File: config.mk
export PLATFORM = sky130hd
export DESIGN_NAME = ltl_report_collector_flat
export DESIGN_NICKNAME = d
export VERILOG_FILES = /design/src/rtl/monitor_report_pkg.sv /design/src/rtl/ltl_report_collector_if.sv /design/src/rtl/report_fifo.sv /design/src/rtl/ltl_report_collector.sv /design/src/flat_wrapper.sv
export SDC_FILE = /design/constraint.sdc
export NUM_CORES = 1
export LEC_CHECK = 0
export BUFFER_PORTS_ARGS = -buffer_cell sky130_fd_sc_hd__buf_2
export CORE_MARGIN = 1
export CORE_UTILIZATION = 52
export DETAILED_ROUTE_END_ITERATION = 10
export PLACE_DENSITY_LB_ADDON = 0.12
export SYNTH_ARGS = -nofsm -noshare
export SYNTH_HDL_FRONTEND = slang
export SYNTH_SLANG_ARGS = --single-unit
File: constraint.sdc
create_clock -name clk -period 3.2 [get_ports clk]
set_clock_uncertainty 0.1 [all_clocks]
set_input_delay 0.32 -clock clk [delete_from_list [all_inputs] [get_ports clk]]
set_output_delay 0.32 -clock clk [all_outputs]
set_load 0.02 [all_outputs]
File: src/rtl/monitor_report_pkg.sv
// Shared widths and the tagged-event record for the LTL monitor report path.
package monitor_report_pkg;

    localparam int DEFAULT_NUM_REPORTS = 4;
    localparam int DEFAULT_OFFSET_W    = 16;
    localparam int DEFAULT_DEPTH       = 8;
    localparam int DEFAULT_DROP_W      = 8;

    typedef struct packed {
        logic [DEFAULT_OFFSET_W-1:0]    offset;
        logic [DEFAULT_NUM_REPORTS-1:0] report;
    } report_entry_t;

endpackage

File: src/rtl/ltl_report_collector_if.sv
// Drain port of the report collector toward the CSR/trace aggregator.
// Handshake: an entry moves on a posedge where out_valid && out_ready; while out_valid && !out_ready
// the producer holds out_offset/out_report stable and never drops out_valid before that transfer.
interface ltl_report_collector_if
    import monitor_report_pkg::*;
#(
    parameter int NUM_REPORTS = DEFAULT_NUM_REPORTS,
    parameter int OFFSET_W    = DEFAULT_OFFSET_W
);
    logic                   out_valid;
    logic                   out_ready;
    logic [OFFSET_W-1:0]    out_offset;
    logic [NUM_REPORTS-1:0] out_report;

    modport master (output out_valid, output out_offset, output out_report, input out_ready);
    modport slave  (input out_valid, input out_offset, input out_report, output out_ready);

endinterface

File: src/rtl/report_fifo.sv
// Generic synchronous FIFO with async reset, synchronous flush and flop-driven head entry.
module report_fifo #(
    parameter int WIDTH = 20,
    parameter int DEPTH = 8
) (
    input  logic                   clk,
    input  logic                   reset_n,
    input  logic                   flush,
    input  logic                   push,
    input  logic [WIDTH-1:0]       push_data,
    input  logic                   pop,
    output logic [WIDTH-1:0]       head_data,
    output logic                   full,
    output logic                   empty,
    output logic [$clog2(DEPTH):0] count
);
    localparam int AW = $clog2(DEPTH);

    logic [WIDTH-1:0] mem [DEPTH];
    logic [AW:0]      wr_ptr;
    logic [AW:0]      rd_ptr;
    logic             do_push;
    logic             do_pop;

    // The extra pointer bit separates full from empty when the indices coincide.
    assign count     = wr_ptr - rd_ptr;
    assign full      = (count == (AW+1)'(DEPTH));
    assign empty     = (count == '0);
    assign do_pop    = pop & ~empty;
    assign do_push   = push & (~full | do_pop);
    assign head_data = mem[rd_ptr[AW-1:0]];

    always_ff @(posedge clk or negedge reset_n) begin
        if (!reset_n) begin
            wr_ptr <= '0;
            rd_ptr <= '0;
            for (int i = 0; i < DEPTH; i++) begin
                mem[i] <= '0;
            end
        end else if (flush) begin
            wr_ptr <= '0;
            rd_ptr <= '0;
        end else begin
            if (do_push) begin
                mem[wr_ptr[AW-1:0]] <= push_data;
                wr_ptr              <= wr_ptr + (AW+1)'(1);
            end
            if (do_pop) begin
                rd_ptr <= rd_ptr + (AW+1)'(1);
            end
        end
    end

endmodule

File: src/rtl/ltl_report_collector.sv
// Tags non-zero automaton report vectors with their symbol offset and queues them for draining,
// keeping sticky seen/overflow flags and a saturating drop counter.
module ltl_report_collector
    import monitor_report_pkg::*;
#(
    parameter int NUM_REPORTS = DEFAULT_NUM_REPORTS,
    parameter int OFFSET_W    = DEFAULT_OFFSET_W,
    parameter int DEPTH       = DEFAULT_DEPTH,
    parameter int DROP_W      = DEFAULT_DROP_W
) (
    input  logic                   clk,
    input  logic                   reset_n,
    input  logic                   run,
    input  logic                   clear,
    input  logic [NUM_REPORTS-1:0] report_in,
    ltl_report_collector_if.master out_if,
    output logic [$clog2(DEPTH):0] fifo_count,
    output logic                   overflow,
    output logic [DROP_W-1:0]      drop_count,
    output logic [NUM_REPORTS-1:0] report_seen
);
    localparam int ENTRY_W = OFFSET_W + NUM_REPORTS;

    logic [OFFSET_W-1:0] off_q;
    logic [ENTRY_W-1:0]  head;
    logic                event_hit;
    logic                pop;
    logic                push;
    logic                drop;
    logic                fifo_full;
    logic                fifo_empty;

    assign event_hit = run & (|report_in);
    assign pop       = out_if.out_valid & out_if.out_ready;
    // A full FIFO still takes the event when the head leaves on the same edge.
    assign push      = event_hit & ~clear & (~fifo_full | pop);
    assign drop      = event_hit & ~clear & fifo_full & ~pop;

    report_fifo #(
        .WIDTH (ENTRY_W),
        .DEPTH (DEPTH)
    ) u_fifo (
        .clk       (clk),
        .reset_n   (reset_n),
        .flush     (clear),
        .push      (push),
        .push_data ({off_q, report_in}),
        .pop       (pop),
        .head_data (head),
        .full      (fifo_full),
        .empty     (fifo_empty),
        .count     (fifo_count)
    );

    assign out_if.out_valid  = ~fifo_empty;
    assign out_if.out_offset = head[ENTRY_W-1 -: OFFSET_W];
    assign out_if.out_report = head[NUM_REPORTS-1:0];

    always_ff @(posedge clk or negedge reset_n) begin
        if (!reset_n) begin
            off_q       <= '0;
            overflow    <= 1'b0;
            drop_count  <= '0;
            report_seen <= '0;
        end else if (clear) begin
            off_q       <= '0;
            overflow    <= 1'b0;
            drop_count  <= '0;
            report_seen <= '0;
        end else begin
            if (run) begin
                off_q       <= off_q + OFFSET_W'(1);
                report_seen <= report_seen | report_in;
            end
            if (drop) begin
                overflow <= 1'b1;
                if (drop_count != '1) begin
                    drop_count <= drop_count + DROP_W'(1);
                end
            end
        end
    end

endmodule

File: src/flat_wrapper.sv
// flat-port wrapper written by rule: the top's interface ports become plain ports
module ltl_report_collector_flat import monitor_report_pkg::*;
#(
    parameter int NUM_REPORTS = DEFAULT_NUM_REPORTS,
    parameter int OFFSET_W    = DEFAULT_OFFSET_W,
    parameter int DEPTH       = DEFAULT_DEPTH,
    parameter int DROP_W      = DEFAULT_DROP_W
)
  (clk, reset_n, run, clear, report_in, fifo_count, overflow, drop_count, report_seen, out_if_out_valid, out_if_out_offset, out_if_out_report, out_if_out_ready);
  ltl_report_collector_if #(.NUM_REPORTS(NUM_REPORTS), .OFFSET_W(OFFSET_W)) out_if_i ();
  input  logic clk;
  input  logic reset_n;
  input  logic run;
  input  logic clear;
  input  logic [NUM_REPORTS-1:0] report_in;
  output logic [$clog2(DEPTH):0] fifo_count;
  output logic overflow;
  output logic [DROP_W-1:0] drop_count;
  output logic [NUM_REPORTS-1:0] report_seen;
  output wire logic [$bits(out_if_i.out_valid)-1:0] out_if_out_valid;
  output wire logic [$bits(out_if_i.out_offset)-1:0] out_if_out_offset;
  output wire logic [$bits(out_if_i.out_report)-1:0] out_if_out_report;
  input wire logic [$bits(out_if_i.out_ready)-1:0] out_if_out_ready;
  assign out_if_out_valid = out_if_i.out_valid;
  assign out_if_out_offset = out_if_i.out_offset;
  assign out_if_out_report = out_if_i.out_report;
  assign out_if_i.out_ready = out_if_out_ready;
  ltl_report_collector #(.NUM_REPORTS(NUM_REPORTS), .OFFSET_W(OFFSET_W), .DEPTH(DEPTH), .DROP_W(DROP_W)) u_core (.clk(clk), .reset_n(reset_n), .run(run), .clear(clear), .report_in(report_in), .out_if(out_if_i), .fifo_count(fifo_count), .overflow(overflow), .drop_count(drop_count), .report_seen(report_seen));
endmodule
# Yosys cells after proc, flatten, opt, wreduce, memory -nomap -nowiden
# Index checks and enable logic that the tools add are counted.
dict set report word_totals {
  reg_bits 197
  latchBits 0
  ram_bits 0
  rom_bits 0
  input_bits 9
  out_inout_bits 38
  wordCells 70
  memories 0
}
dict set report op_classes {
  n_addsub 5
  mul 0
  n_div 0
  order_cmp 3
  n_eq_ne 2
  shift 0
  muxes 19
  n_bitwise 17
  reduce_logical 10
}
# operator n
set op_table {}
lappend op_table {{$bwmux 160} 1}
lappend op_table {{$bmux 20 s3} 1}
lappend op_table {{$demux 20 s3} 1}
lappend op_table {{$mux 20} 3}
lappend op_table {{$mux 16} 2}
lappend op_table {{$mux 4} 6}
lappend op_table {{$mux 8} 3}
lappend op_table {{$add 16x1->16 const B} 1}
lappend op_table {{$reduce_bool 2->1} 5}
lappend op_table {{$add 4x1->4 const B} 2}
lappend op_table {{$add 8x1->8 const B} 1}
lappend op_table {{$and 1x1->1} 8}
lappend op_table {{$ge 4x4->1 const B} 2}
lappend op_table {{$ne 8x8->1 const B} 1}
lappend op_table {{$not 3->4} 2}
lappend op_table {{$eq 4x4->1 const B} 1}
lappend op_table {{$logic_not 4->1} 1}
lappend op_table {{$lt 4x1->1 const B} 1}
lappend op_table {{$not 1->1} 4}
lappend op_table {{$or 4x4->4} 1}
lappend op_table {{$reduce_and 2->1} 2}
lappend op_table {{$reduce_or 4->1} 1}
lappend op_table {{$sub 4x4->4} 1}
lappend op_table {{$mux 1} 2}
lappend op_table {{other kinds (2)} 3}

# Longest topological paths before layout
# Gate-level depths: netlist (run 1).
dict set report depth {
  depth_word 9
  depth_mapped 11
  ltp_nobuf 9
}

# Modules after synthesis
# Synthesis (run 1) repeated with hierarchy kept, for this count alone.
dict set report unflattened {
  cells_unflattened 678
  hier_area_um2 9938.3
}
# mod instances cells_per_inst area_per_inst_um2 seq_area_each_um2
set modules_own_cells {}
lappend modules_own_cells {report_fifo 1 529 8496.9 4204.0}
lappend modules_own_cells {ltl_report_collector 1 149 1441.4 725.7}

# Worst setup path before layout (run 1)
# No wires, ideal clock.
dict set report synth_path {
  path_kind {register -> register}
  from {reg u_core.u_fifo.rd_ptr[1]}
  to {reg u_core.u_fifo.mem[0] (netlist name)}
  setup_ns 0.125
  t_arrival_ns 3.000
  t_required_ns 2.975
  path_slack_ns -0.025
  stages_incl_launch_ff 11
  path_buffers 3
  synth_period_minus_slack_ns 3.225
  path_cell_list {dfrtp_1 clkbuf_1 clkbuf_1 inv_1 fa_1 xor2_2 nor3_2 nand4_4 or4b_4 buf_6 mux2_4}
}
dict set report synth_via {
  elab_chain_len 8
  word_cells_on_any_way 12
  cone_classes {add/sub: 1; eq/ne: 1; bitwise: 8; reduce/logical: 2}
}
# item line_no
set synth_rtl {}
lappend synth_rtl {{from (decl)} report_fifo.sv:21} ;# logic [AW:0] rd_ptr;
lappend synth_rtl {{from (signal assigned)} report_fifo.sv:49} ;# rd_ptr <= rd_ptr + (AW+1)'(1);
lappend synth_rtl {{$sub 4x4->4 (*)} report_fifo.sv:26} ;# assign count = wr_ptr - rd_ptr;
lappend synth_rtl {{net fifo_count[2]} flat_wrapper.sv:16} ;# output logic [$clog2(DEPTH):0] fifo_count;
lappend synth_rtl {{$logic_not 4->1} report_fifo.sv:28} ;# assign empty = (count == '0);
lappend synth_rtl {{$not 1->1} {report_fifo.sv:29, ltl_report_collector.sv:55}}
lappend synth_rtl {{$and 1x1->1} ltl_report_collector.sv:34} ;# assign pop = out_if.out_valid & out_if.out_ready;
lappend synth_rtl {{$or 1x1->1 / $and 1x1->1 (equally long branches)} {ltl_report_collector.sv:36, report_fifo.sv:29}}
lappend synth_rtl {{$and 1x1->1 / $or 1x1->1 (equally long branches)} {ltl_report_collector.sv:36, report_fifo.sv:30}}
lappend synth_rtl {{$and 1x1->1 (*)} report_fifo.sv:30} ;# assign do_push = push & (~full | do_pop);
lappend synth_rtl {{$reduce_and 2->1 (no source line) (*)} n/a}
lappend synth_rtl {{to (signal, indexed assignment)} report_fifo.sv:45} ;# mem[wr_ptr[AW-1:0]] <= push_data;
lappend synth_rtl {{to (decl)} report_fifo.sv:19} ;# logic [WIDTH-1:0] mem [DEPTH];
# The timed path passes the listed nets; every way through them passes the cells marked *.
# A chain may end at the register's enable or synchronous reset.

# Final worst setup path (run 1)
dict set report layout_path {
  from {reg u_core.u_fifo.wr_ptr[0]}
  to {reg u_core.u_fifo.mem[19] (netlist name)}
}
dict set report layout_via {
  elab_chain_len 8
  word_cells_on_any_way 19
  cone_classes {add/sub: 1; order compare: 2; eq/ne: 1; mux: 3; bitwise: 9; reduce/logical: 3}
}
# item line_no
set layout_rtl {}
lappend layout_rtl {{from (decl)} report_fifo.sv:20} ;# logic [AW:0] wr_ptr;
lappend layout_rtl {{from (signal assigned)} report_fifo.sv:46} ;# wr_ptr <= wr_ptr + (AW+1)'(1);
lappend layout_rtl {{$sub 4x4->4} report_fifo.sv:26}
lappend layout_rtl {{$logic_not 4->1} report_fifo.sv:28}
lappend layout_rtl {{$not 1->1} {report_fifo.sv:29, ltl_report_collector.sv:55}}
lappend layout_rtl {{$and 1x1->1} ltl_report_collector.sv:34}
lappend layout_rtl {{$or 1x1->1 / $and 1x1->1 (equally long branches)} {ltl_report_collector.sv:36, report_fifo.sv:29}}
lappend layout_rtl {{$and 1x1->1 / $or 1x1->1 (equally long branches)} {ltl_report_collector.sv:36, report_fifo.sv:30}}
lappend layout_rtl {{$and 1x1->1} report_fifo.sv:30}
lappend layout_rtl {{$reduce_and 2->1 (no source line)} n/a}
# Parallel ways exist; a longest one is shown, timed or not.

==> results of run 1 <==
[worst max-delay path: stages, from the launching register on]
cell and delay, ns:
dfrtp_1 0.45, inv_1 0.11, ha_1 0.18, inv_1 0.06
fa_1 0.41, xor2_2 0.21, nor3_4 0.21, nand4_4 0.21
or4b_4 0.60, mux2_2 0.39
[cells in the mapped netlist, types with 7 or more instances]
master      n
mux2_2    122
nand4_1    13
o21ai_0     8
a21oi_1    15
mux2_1     20
nand2_1    73
xor2_1     13
mux4_2     40
nor2_1     22
buf_2      11
ha_1        7
dfrtp_1   197
inv_1      10
mux2_4     19
nand3_1    11
buf_4      10
or3_1       7
clkbuf_1   34
[sequential cells by signal, summed over array words and instances, names as in the netlist]
signal and cells:
u_core.u_fifo.wr_ptr 4, u_core.u_fifo.mem 160, u_core.off_q 16, u_core.overflow 1
u_core.report_seen 4, u_core.drop_count 8, u_core.u_fifo.rd_ptr 4
[area by class of cell]
| type | instances | area (um2) |
|---|---|---|
| Clock buffer | 19 | 452.9 |
| Inverter | 10 | 37.54 |
| Sequential cell | 197 | 4932 |
| Timing Repair Buffer | 64 | 451.7 |
| Clock inverter | 13 | 126.4 |
| Tap cell | 225 | 281.5 |
| Fill cell | 1386 | 7074 |
| Multi-Input combinational cell | 417 | 4060 |
[worst min-delay path by stage]
stage | endpoint | depth (start not counted)
after detailed placement | u_core.drop_count[3] | 1
after global routing | u_core.u_fifo.mem[2] | 2
after global placement | u_core.drop_count[3] | 1
after floorplan | u_core.drop_count[0] | 0
final | u_core.u_fifo.mem[62] | 2
after CTS | u_core.u_fifo.mem[62] | 2
[metal layers]
layer	vias up	wire, um
li1	2490	-
met1	2994	9303
met2	82	10060
met3	23	507
met4	0	260
met5	-	0
[power by group]
part | leakage (uW) | internal, uW | switching, uW
Combinational | 0.00214 | 622 | 841
Sequential | 0.00271 | 2670 | 111
Clock | 0.000277 | 1130 | 968
Total | 0.00513 | 4420 | 1920
[stage by stage]
step / area, um2 / total power (uW) / hold WS [ns]
after detailed placement: 9747 / 4285 / 0.2361
after global placement: 9747 / 4227 / 0.2224
after CTS: 10340 / 6383 / 0.1366
after floorplan: 9336 / 3855 / -0.07559
final: 10340 / 6342 / 0.1494
after global routing: 10340 / 6613 / 0.1543
[cell families (layout without fill, tap and decap cells)]
family | Yosys count | count (layout) | share of synthesized area [%]
multiplexers | 205 | 205 | 30.26
flip-flops | 197 | 197 | 52.81
AND/OR/NAND/NOR | 152 | 152 | 8.055
buffers and inverters | 70 | 106 | 3.766
AO/OA/AOI/OAI | 35 | 35 | 2.279
XOR/XNOR | 17 | 17 | 1.675
adder cells (fa/ha/maj) | 8 | 8 | 1.153
[repair_timing]
action,CTS,global route
hold buffers,1,0
setup endpoints to repair,0,4
endpoints found under the hold margin,54,0
gates resized for setup,0,1
==> results.toml, run 1 <==
[yosys]
ys_seq_area_share_pct = 52.81
yosys_register_bits = 197
ys_async_sr_fraction_pct = 100.0
synth-edff-count = 0
syn_inst = 684
synth.avg_cell_area_um2 = 13.65
synth_flop_cell = "dfrtp_1"
synthTopCellsByArea = "dfrtp_1, mux2_2, mux4_2, mux2_4, nand2_1"
synth_nets = 701
ys.warnings.count = 0
synth_top_area_share_pct = 52.81
syn_area_um2 = 9335
ys_types = 43
synth_area_leader_cell = "dfrtp_1"

[worst_setup_path]
cp.arrival_ns = 3.28
timing.rr.start = "u_core.u_fifo.wr_ptr[0]"
crit_end = "u_core.u_fifo.mem[19]"
crit_required_ns = 3.42
rr_worst_depth = 9
critPathKind = "reg -> reg"
cp-startpoint = "u_core.u_fifo.wr_ptr[0]"
crit_fanout = 21
startpoint_type = "flop"
r2r-end = "u_core.u_fifo.mem[19]"
worst_setup_path_end_kind = "flop"
r2r_slack_ns = 0.14

[timing]
fin_crit_sh_pct = 95.54
slew_viol_final = 0
hold_viol = 0
setup_viol = 0
relSlewSlack_pct = 38.21
layout_min_cycle_time_ns = 3.057
finalSetupTns_ns = 0
setup_slack_ns = 0.1428
worstMarginPinSlew_ns = 0.9269
clock.fmax_mhz = 327.1
rsz0062_at_grt = "false"

[detailed_routing]
post_drt_wl_per_cell_um = 21.30
viasPerCell = 5.914
drc = 0
wl_mm = 20.13
dr.pass1.iters = 5
vias = 5589
ant_nets = 0
drt_iter0_markers = 310

[run]
maxCapViolCount = 0

[floorplanning]
die_w_um = 136.0
num_rows = 48
start_util_pct = 53.60
die_area_um2 = 18490
core_um2 = 17420
io_pins = 47
fp.dieH_um = 136.0

[clock_tree]
cts_setup_buffers = 0
cts.sinks = 197
htree_levels = 4
clk_latency_ns = 0.44
cts_buffers = 17
cts_root_buffer = "clkbuf_16"
cts_tree = "built"
cts_buffer_depth = 2
clkTransAtPathRegs_ns = 0.07

[placed_design]
gp_congestion = 0.8277
port_buffers = 46
place_hpwl_mm = 11.86
dp.cells = 912
post-place-ws_ns = 0.1021

[grt]
grt_use_met1_pct = 32.59
grt_pass1_wl_mm = 32.46
antenna_found_initial = 0
use_met2_pct = 38.89
grt_overflow = 0
grt_use_met3_pct = 3.803
grt_busiest_layer = "met2"
grt_max_degree = 82
grt_use_total_pct = 23.70
grt_pass1_vias = 5974

[outcome]
outcome = "finished, final reports clean"

[pwr]
p_leak_uw = 0.005127
p_per_area_nw_per_um2 = 613.2
peakVddDrop_v = 0.0004481

[worst_hold_path]
hold_path.class = "in -> reg"
hp-start = "report_in[2]"

[cells_and_area]
area.growth.synth_to_final_pct = 10.79
nNetsFinal = 724
final_cell_mix = "dfrtp_1, mux2_2, nand2_1"
layout_commonest_cell = "dfrtp_1"
drive_gt1_share_pct = 39.72
insertedDiodeCount = 0
instances_no_fill = 945
utilization_pct = 59.38
No activity file was read; power rests on OpenSTA's default activity.
==> inputs of run 2 (changes only) <==
--- a/config.mk
+++ b/config.mk
@@ -6,10 +6,11 @@
 export NUM_CORES = 1
 export LEC_CHECK = 0
 export BUFFER_PORTS_ARGS = -buffer_cell sky130_fd_sc_hd__buf_2
+export CAP_MARGIN = 20
 export CORE_MARGIN = 1
 export CORE_UTILIZATION = 52
 export DETAILED_ROUTE_END_ITERATION = 10
-export PLACE_DENSITY_LB_ADDON = 0.12
+export PLACE_DENSITY = 0.72
 export SYNTH_ARGS = -nofsm -noshare
 export SYNTH_HDL_FRONTEND = slang
 export SYNTH_SLANG_ARGS = --single-unit
==> run 2 against run 1 <==
  * Core utilization increased by 0.25 points
  * Die area unchanged
  * Count of clock-buffer cells in the layout increased by 2
  * Register-to-register slack improved by 0.02 ns
  * Sequential share of layout area decreased by 0.20 points
  * Fmax increased by 0.55%
  * Clock power increased by 3%
  * Via count increased by 0.48%
  * Total power increased by 1.1%
  * Setup slack improved by 0.017 ns
==> results.toml, run 2 (same netlist as run 1, synthesis figures left out) <==
[worst_setup_path]
crit_required_ns = 3.41
critPathKind = "reg -> reg"
cp.arrival_ns = 3.25
worst_setup_path_end_kind = "flop"
crit_fanout = 21
startpoint_type = "flop"

[clock_tree]
clk_latency_ns = 0.43
cts_tree = "built"
htree_levels = 4
cts_buffers = 17
cts_setup_buffers = 0
cts_root_buffer = "clkbuf_16"
cts_buffer_depth = 2
cts.sinks = 197
clkTransAtPathRegs_ns = 0.07

[detailed_routing]
wl_mm = 19.83
dr.pass1.iters = 5
post_drt_wl_per_cell_um = 21.05
drt_iter0_markers = 316
vias = 5616
viasPerCell = 5.962
ant_nets = 0
drc = 0

[timing]
slew_viol_final = 0
rsz0062_at_grt = "false"
clock.fmax_mhz = 328.9
fin_crit_sh_pct = 95.01
layout_min_cycle_time_ns = 3.040
whs_ns = 0.1605
finalSetupTns_ns = 0
worstMarginPinSlew_ns = 0.9122
hold_viol = 0
setup_viol = 0
relSlewSlack_pct = 39.19

[grt]
grt_overflow = 0
grt_pass1_wl_mm = 31.68
grt_use_total_pct = 23.11
grt_max_degree = 93
antenna_found_initial = 0
grt_pass1_vias = 5956

[cells_and_area]
top_regs = "u_core.u_fifo.mem x160, u_core.off_q x16, u_core.drop_count x8"
top_register = "u_core.u_fifo.mem"
drive_gt1_share_pct = 39.33
largest_register_ffs = 160
regArea_um2 = 4932
insertedDiodeCount = 0
nNetsFinal = 723
fillers = 1367
area.growth.synth_to_final_pct = 11.26
final_cell_mix = "dfrtp_1, mux2_2, nand2_1"
multi_input_area_um2 = 4075
utilization_pct = 59.63
layout_commonest_cell = "dfrtp_1"
design_area_um2 = 10390

[floorplanning]
io_pins = 47
fp.dieH_um = 136.0
die_area_um2 = 18490
num_rows = 48
die_w_um = 136.0
start_util_pct = 53.60
core_um2 = 17420

[pwr]
p_total_uw = 6409
p_per_area_nw_per_um2 = 617.1
peakVddDrop_v = 0.0005251
p_leak_uw = 0.005138

[placed_design]
gp_congestion = 0.7940
postPlaceCellArea_um2 = 9757
place_hpwl_mm = 11.62
port_buffers = 46

[worst_hold_path]
hold_path.class = "in -> reg"

[run]
maxCapViolCount = 0

[outcome]
outcome = "finished, final reports clean"
run 2: cell count changes in the layout (fill, tap and decap cells not counted), moves of 2 or more:
cell / before / now
clkinv_4: 5 / 0
buf_12: 6 / 8
buf_4: 11 / 7
bufinv_16: 1 / 3
run 2: repair_timing:
action	in CTS	in global routing
hold buffers	1	0
endpoints found under the setup margin	0	20
resized for setup	0	1
endpoints found under the hold margin	89	0
run 2: final timing paths:
check	end	slack, ns	startpoint	cells past startpoint
setup / recovery	u_core.u_fifo.mem[19]	0.16	u_core.u_fifo.wr_ptr[0]	9
hold / removal	u_core.u_fifo.mem[61]	0.16	report_in[1]	2
setup reg to reg	u_core.u_fifo.mem[19]	0.16	u_core.u_fifo.wr_ptr[0]	9
hold reg to reg	u_core.u_fifo.mem[62]	0.39	u_core.u_fifo.mem[62]	1
max in group asynchronous	u_core.u_fifo.rd_ptr[0]	1.79	reset_n	3
min in group asynchronous	u_core.u_fifo.mem[134]	0.43	reset_n	2
run 2: cell type report:
type | instances | area share [%]
Inverter | 10 | 0.3614
Multi-Input combinational cell | 418 | 39.24
Timing Repair Buffer | 62 | 4.445
Sequential cell | 197 | 47.49
Clock buffer | 21 | 4.530
Clock inverter | 9 | 1.229
Tap cell | 225 | 2.711
run 2: power by group:
group          internal, uW  switching, uW  total, uW
clock                  1280            883       2160
combinational           615            843       1460
sequential             2680            113       2790
run 2: stage by stage:
stage / worst slack [ns] / instances
floorplan: 0.1116 / 684
global placement: 0.2149 / 910
detailed placement: 0.1621 / 910
CTS: 0.1338 / 941
global route: 0.02507 / 942
finish: 0.1595 / 942
run 2: per-layer routing:
| metal | track usage, % | wire length, um |
|---|---|---|
| met1 | 29.42 | 8281 |
| met2 | 40.45 | 10520 |
| met3 | 4.027 | 819 |
| met4 | 6.728 | 209 |
| met5 | 0 | 0 |
run 2: worst max-delay path, stage by stage (launching register included):
cell     delay, ns
dfrtp_1       0.44
inv_1         0.10
ha_1          0.18
inv_1         0.06
fa_1          0.40
xor2_2        0.20
nor3_2        0.28
nand4_4       0.21
or4b_4        0.56
mux2_2        0.39
==> inputs of run 3 (changes only) <==
--- a/config.mk
+++ b/config.mk
@@ -10,7 +10,7 @@
 export CORE_MARGIN = 1
 export CORE_UTILIZATION = 52
 export DETAILED_ROUTE_END_ITERATION = 10
-export PLACE_DENSITY = 0.72
+export PLACE_DENSITY = 0.69
 export SYNTH_ARGS = -nofsm -noshare
 export SYNTH_HDL_FRONTEND = slang
 export SYNTH_SLANG_ARGS = --single-unit
==> constraint.sdc (replaced) <==
create_clock -name clk -period 3.4 [get_ports clk]
set_clock_uncertainty 0.1 [all_clocks]
set_input_delay 0.34 -clock clk [delete_from_list [all_inputs] [get_ports clk]]
set_output_delay 0.34 -clock clk [all_outputs]
set_load 0.02 [all_outputs]
==> run 3 against run 2 <==
  * Core utilization fell by 0.80 points
  * Critical path type unchanged
  * Sequential share of layout area rose by 0.65 points
  * Die area did not move
==> results.toml, run 3 (same netlist as run 1, synthesis figures left out) <==
[cells_and_area]
insertedDiodeCount = 0
utilization_pct = 58.83
top_regs = "u_core.u_fifo.mem x160, u_core.off_q x16, u_core.drop_count x8"
layout_commonest_cell = "dfrtp_1"
top_register = "u_core.u_fifo.mem"
drive_gt1_share_pct = 39.39
largest_register_ffs = 160
nNetsFinal = 725
final_cell_mix = "dfrtp_1, mux2_2, nand2_1"
area.growth.synth_to_final_pct = 9.758
instances_no_fill = 946

[clock_tree]
cts_resized = 0
cts_root_buffer = "clkbuf_16"
htree_levels = 4
clkTransAtPathRegs_ns = 0.07
cts_buffers = 17
cts_tree = "built"
cts_buffer_depth = 2
cts.sinks = 197
clk_latency_ns = 0.43

[worst_setup_path]
startpoint_type = "flop"
cp.arrival_ns = 3.25
cp_common_cell = "inv_1"
critPathKind = "reg -> reg"
crit_required_ns = 3.62
crit_fanout = 20
worst_setup_path_end_kind = "flop"
rr_worst_depth = 10
worst_path_max_delay_cell = "dfrtp_1"
slowest_delay_ns = 0.44
crit_path_cell_trace = "inv_1, ha_1, inv_1, fa_1, xor2_2, nor3_2, nand4_4, nand4_1, buf_4, mux2_2"

[grt]
grt_pass1_wl_mm = 32.31
grt_use_total_pct = 23.28
antenna_found_initial = 0
grt_overflow = 0
grt_pass1_vias = 5983
grt_max_degree = 81

[detailed_routing]
drc = 0
viasPerCell = 5.899
dr.pass1.iters = 5
vias = 5580
ant_nets = 0
wl_mm = 19.29
post_drt_wl_per_cell_um = 20.39
drt_iter0_markers = 272

[timing]
worstMarginPinSlew_ns = 0.8961
rsz0062_at_grt = "false"
hold_viol = 0
finalSetupTns_ns = 0
clock.fmax_mhz = 329.3
setup_viol = 0
layout_min_cycle_time_ns = 3.037
relSlewSlack_pct = 40.26
setup_slack_ns = 0.3631
slew_viol_final = 0
fin_crit_sh_pct = 89.32

[floorplanning]
die_area_um2 = 18490
start_util_pct = 53.60
io_pins = 47
die_w_um = 136.0
fp.dieH_um = 136.0
core_um2 = 17420
num_rows = 48

[pwr]
power_frac_clock_pct = 32.1
peakVddDrop_v = 0.0005051
sw_frac_of_total_pct = 29.83
p_leak_uw = 0.005068
comb_power_share_pct = 23.0
internal_power_uw = 4096
p_per_area_nw_per_um2 = 569.7
pwr-share-seq_pct = 44.9
p_sw_uw = 1741

[placed_design]
port_buffers = 46
dp.cells = 913
gp_congestion = 0.7732
place_hpwl_mm = 12.19
post-place-ws_ns = 0.3958

[outcome]
outcome = "finished, final reports clean"

[worst_hold_path]
hold_path.class = "in -> reg"
hold_depth = 2

[run]
maxCapViolCount = 0
-- run 3: what timing repair did --
item,in CTS,in global routing
hold buffers,1,0
endpoints found under the setup margin,0,0
setup buffers,0,0
endpoints found under the hold margin,78,0
-- run 3: critical path: cells and delay by family, from the launching register on --
kind	cells	cell delay (ns)
fa+ha+maj	2	0.57
xor+xnor	1	0.20
flops	1	0.44
buf+inv	3	0.52
mux	1	0.38
simple gates	3	0.68
-- run 3: final timing paths --
path | from | endpoint | slack, ns
max | u_core.u_fifo.wr_ptr[0] | u_core.u_fifo.mem[27] | 0.36
min | report_in[3] | u_core.u_fifo.mem[63] | 0.17
max reg2reg | u_core.u_fifo.wr_ptr[0] | u_core.u_fifo.mem[27] | 0.36
min reg2reg | u_core.u_fifo.mem[62] | u_core.u_fifo.mem[62] | 0.39
max in group asynchronous | reset_n | u_core.u_fifo.mem[8] | 1.77
min in group asynchronous | reset_n | u_core.drop_count[5] | 0.40
-- run 3: cell type report --
cell class	instances	area (um2)
Fill cell	1406	7171
Sequential cell	197	4932
Multi-Input combinational cell	417	4054
Clock buffer	20	436.7
Timing Repair Buffer	65	396.6
Tap cell	225	281.5
Clock inverter	12	107.6
Inverter	10	37.54
-- run 3: through the flow --
step	hold slack [ns]	area, um2	power [uW]
final	0.1657	10250	5837
after global routing	0.1766	10250	6119
after CTS	0.1490	10250	5907
after detailed placement	0.3311	9692	4024
after global placement	0.3121	9692	3966
after floorplan	-0.05559	9335	3628
-- run 3: power by group through the flow --
stage / logic, uW / registers (uW) / clock network [uW]
6_report: 1340 / 2620 / 1870
5_1_grt: 1460 / 2640 / 2020
4_1_cts: 1370 / 2620 / 1920
3_5_place_dp: 1360 / 2670 / 0
3_3_place_gp: 1320 / 2650 / 0
2_1_floorplan: 996 / 2630 / 0
-- run 3: per-layer routing --
| metal | up-vias | global-route usage, % | wire [um] |
|---|---|---|---|
| met5 | - | 0 | 0 |
| met4 | 0 | 7.037 | 260 |
| met3 | 25 | 4.810 | 727 |
| met2 | 105 | 39.20 | 9860 |
| met1 | 2954 | 30.35 | 8442 |
| li1 | 2496 | - | - |
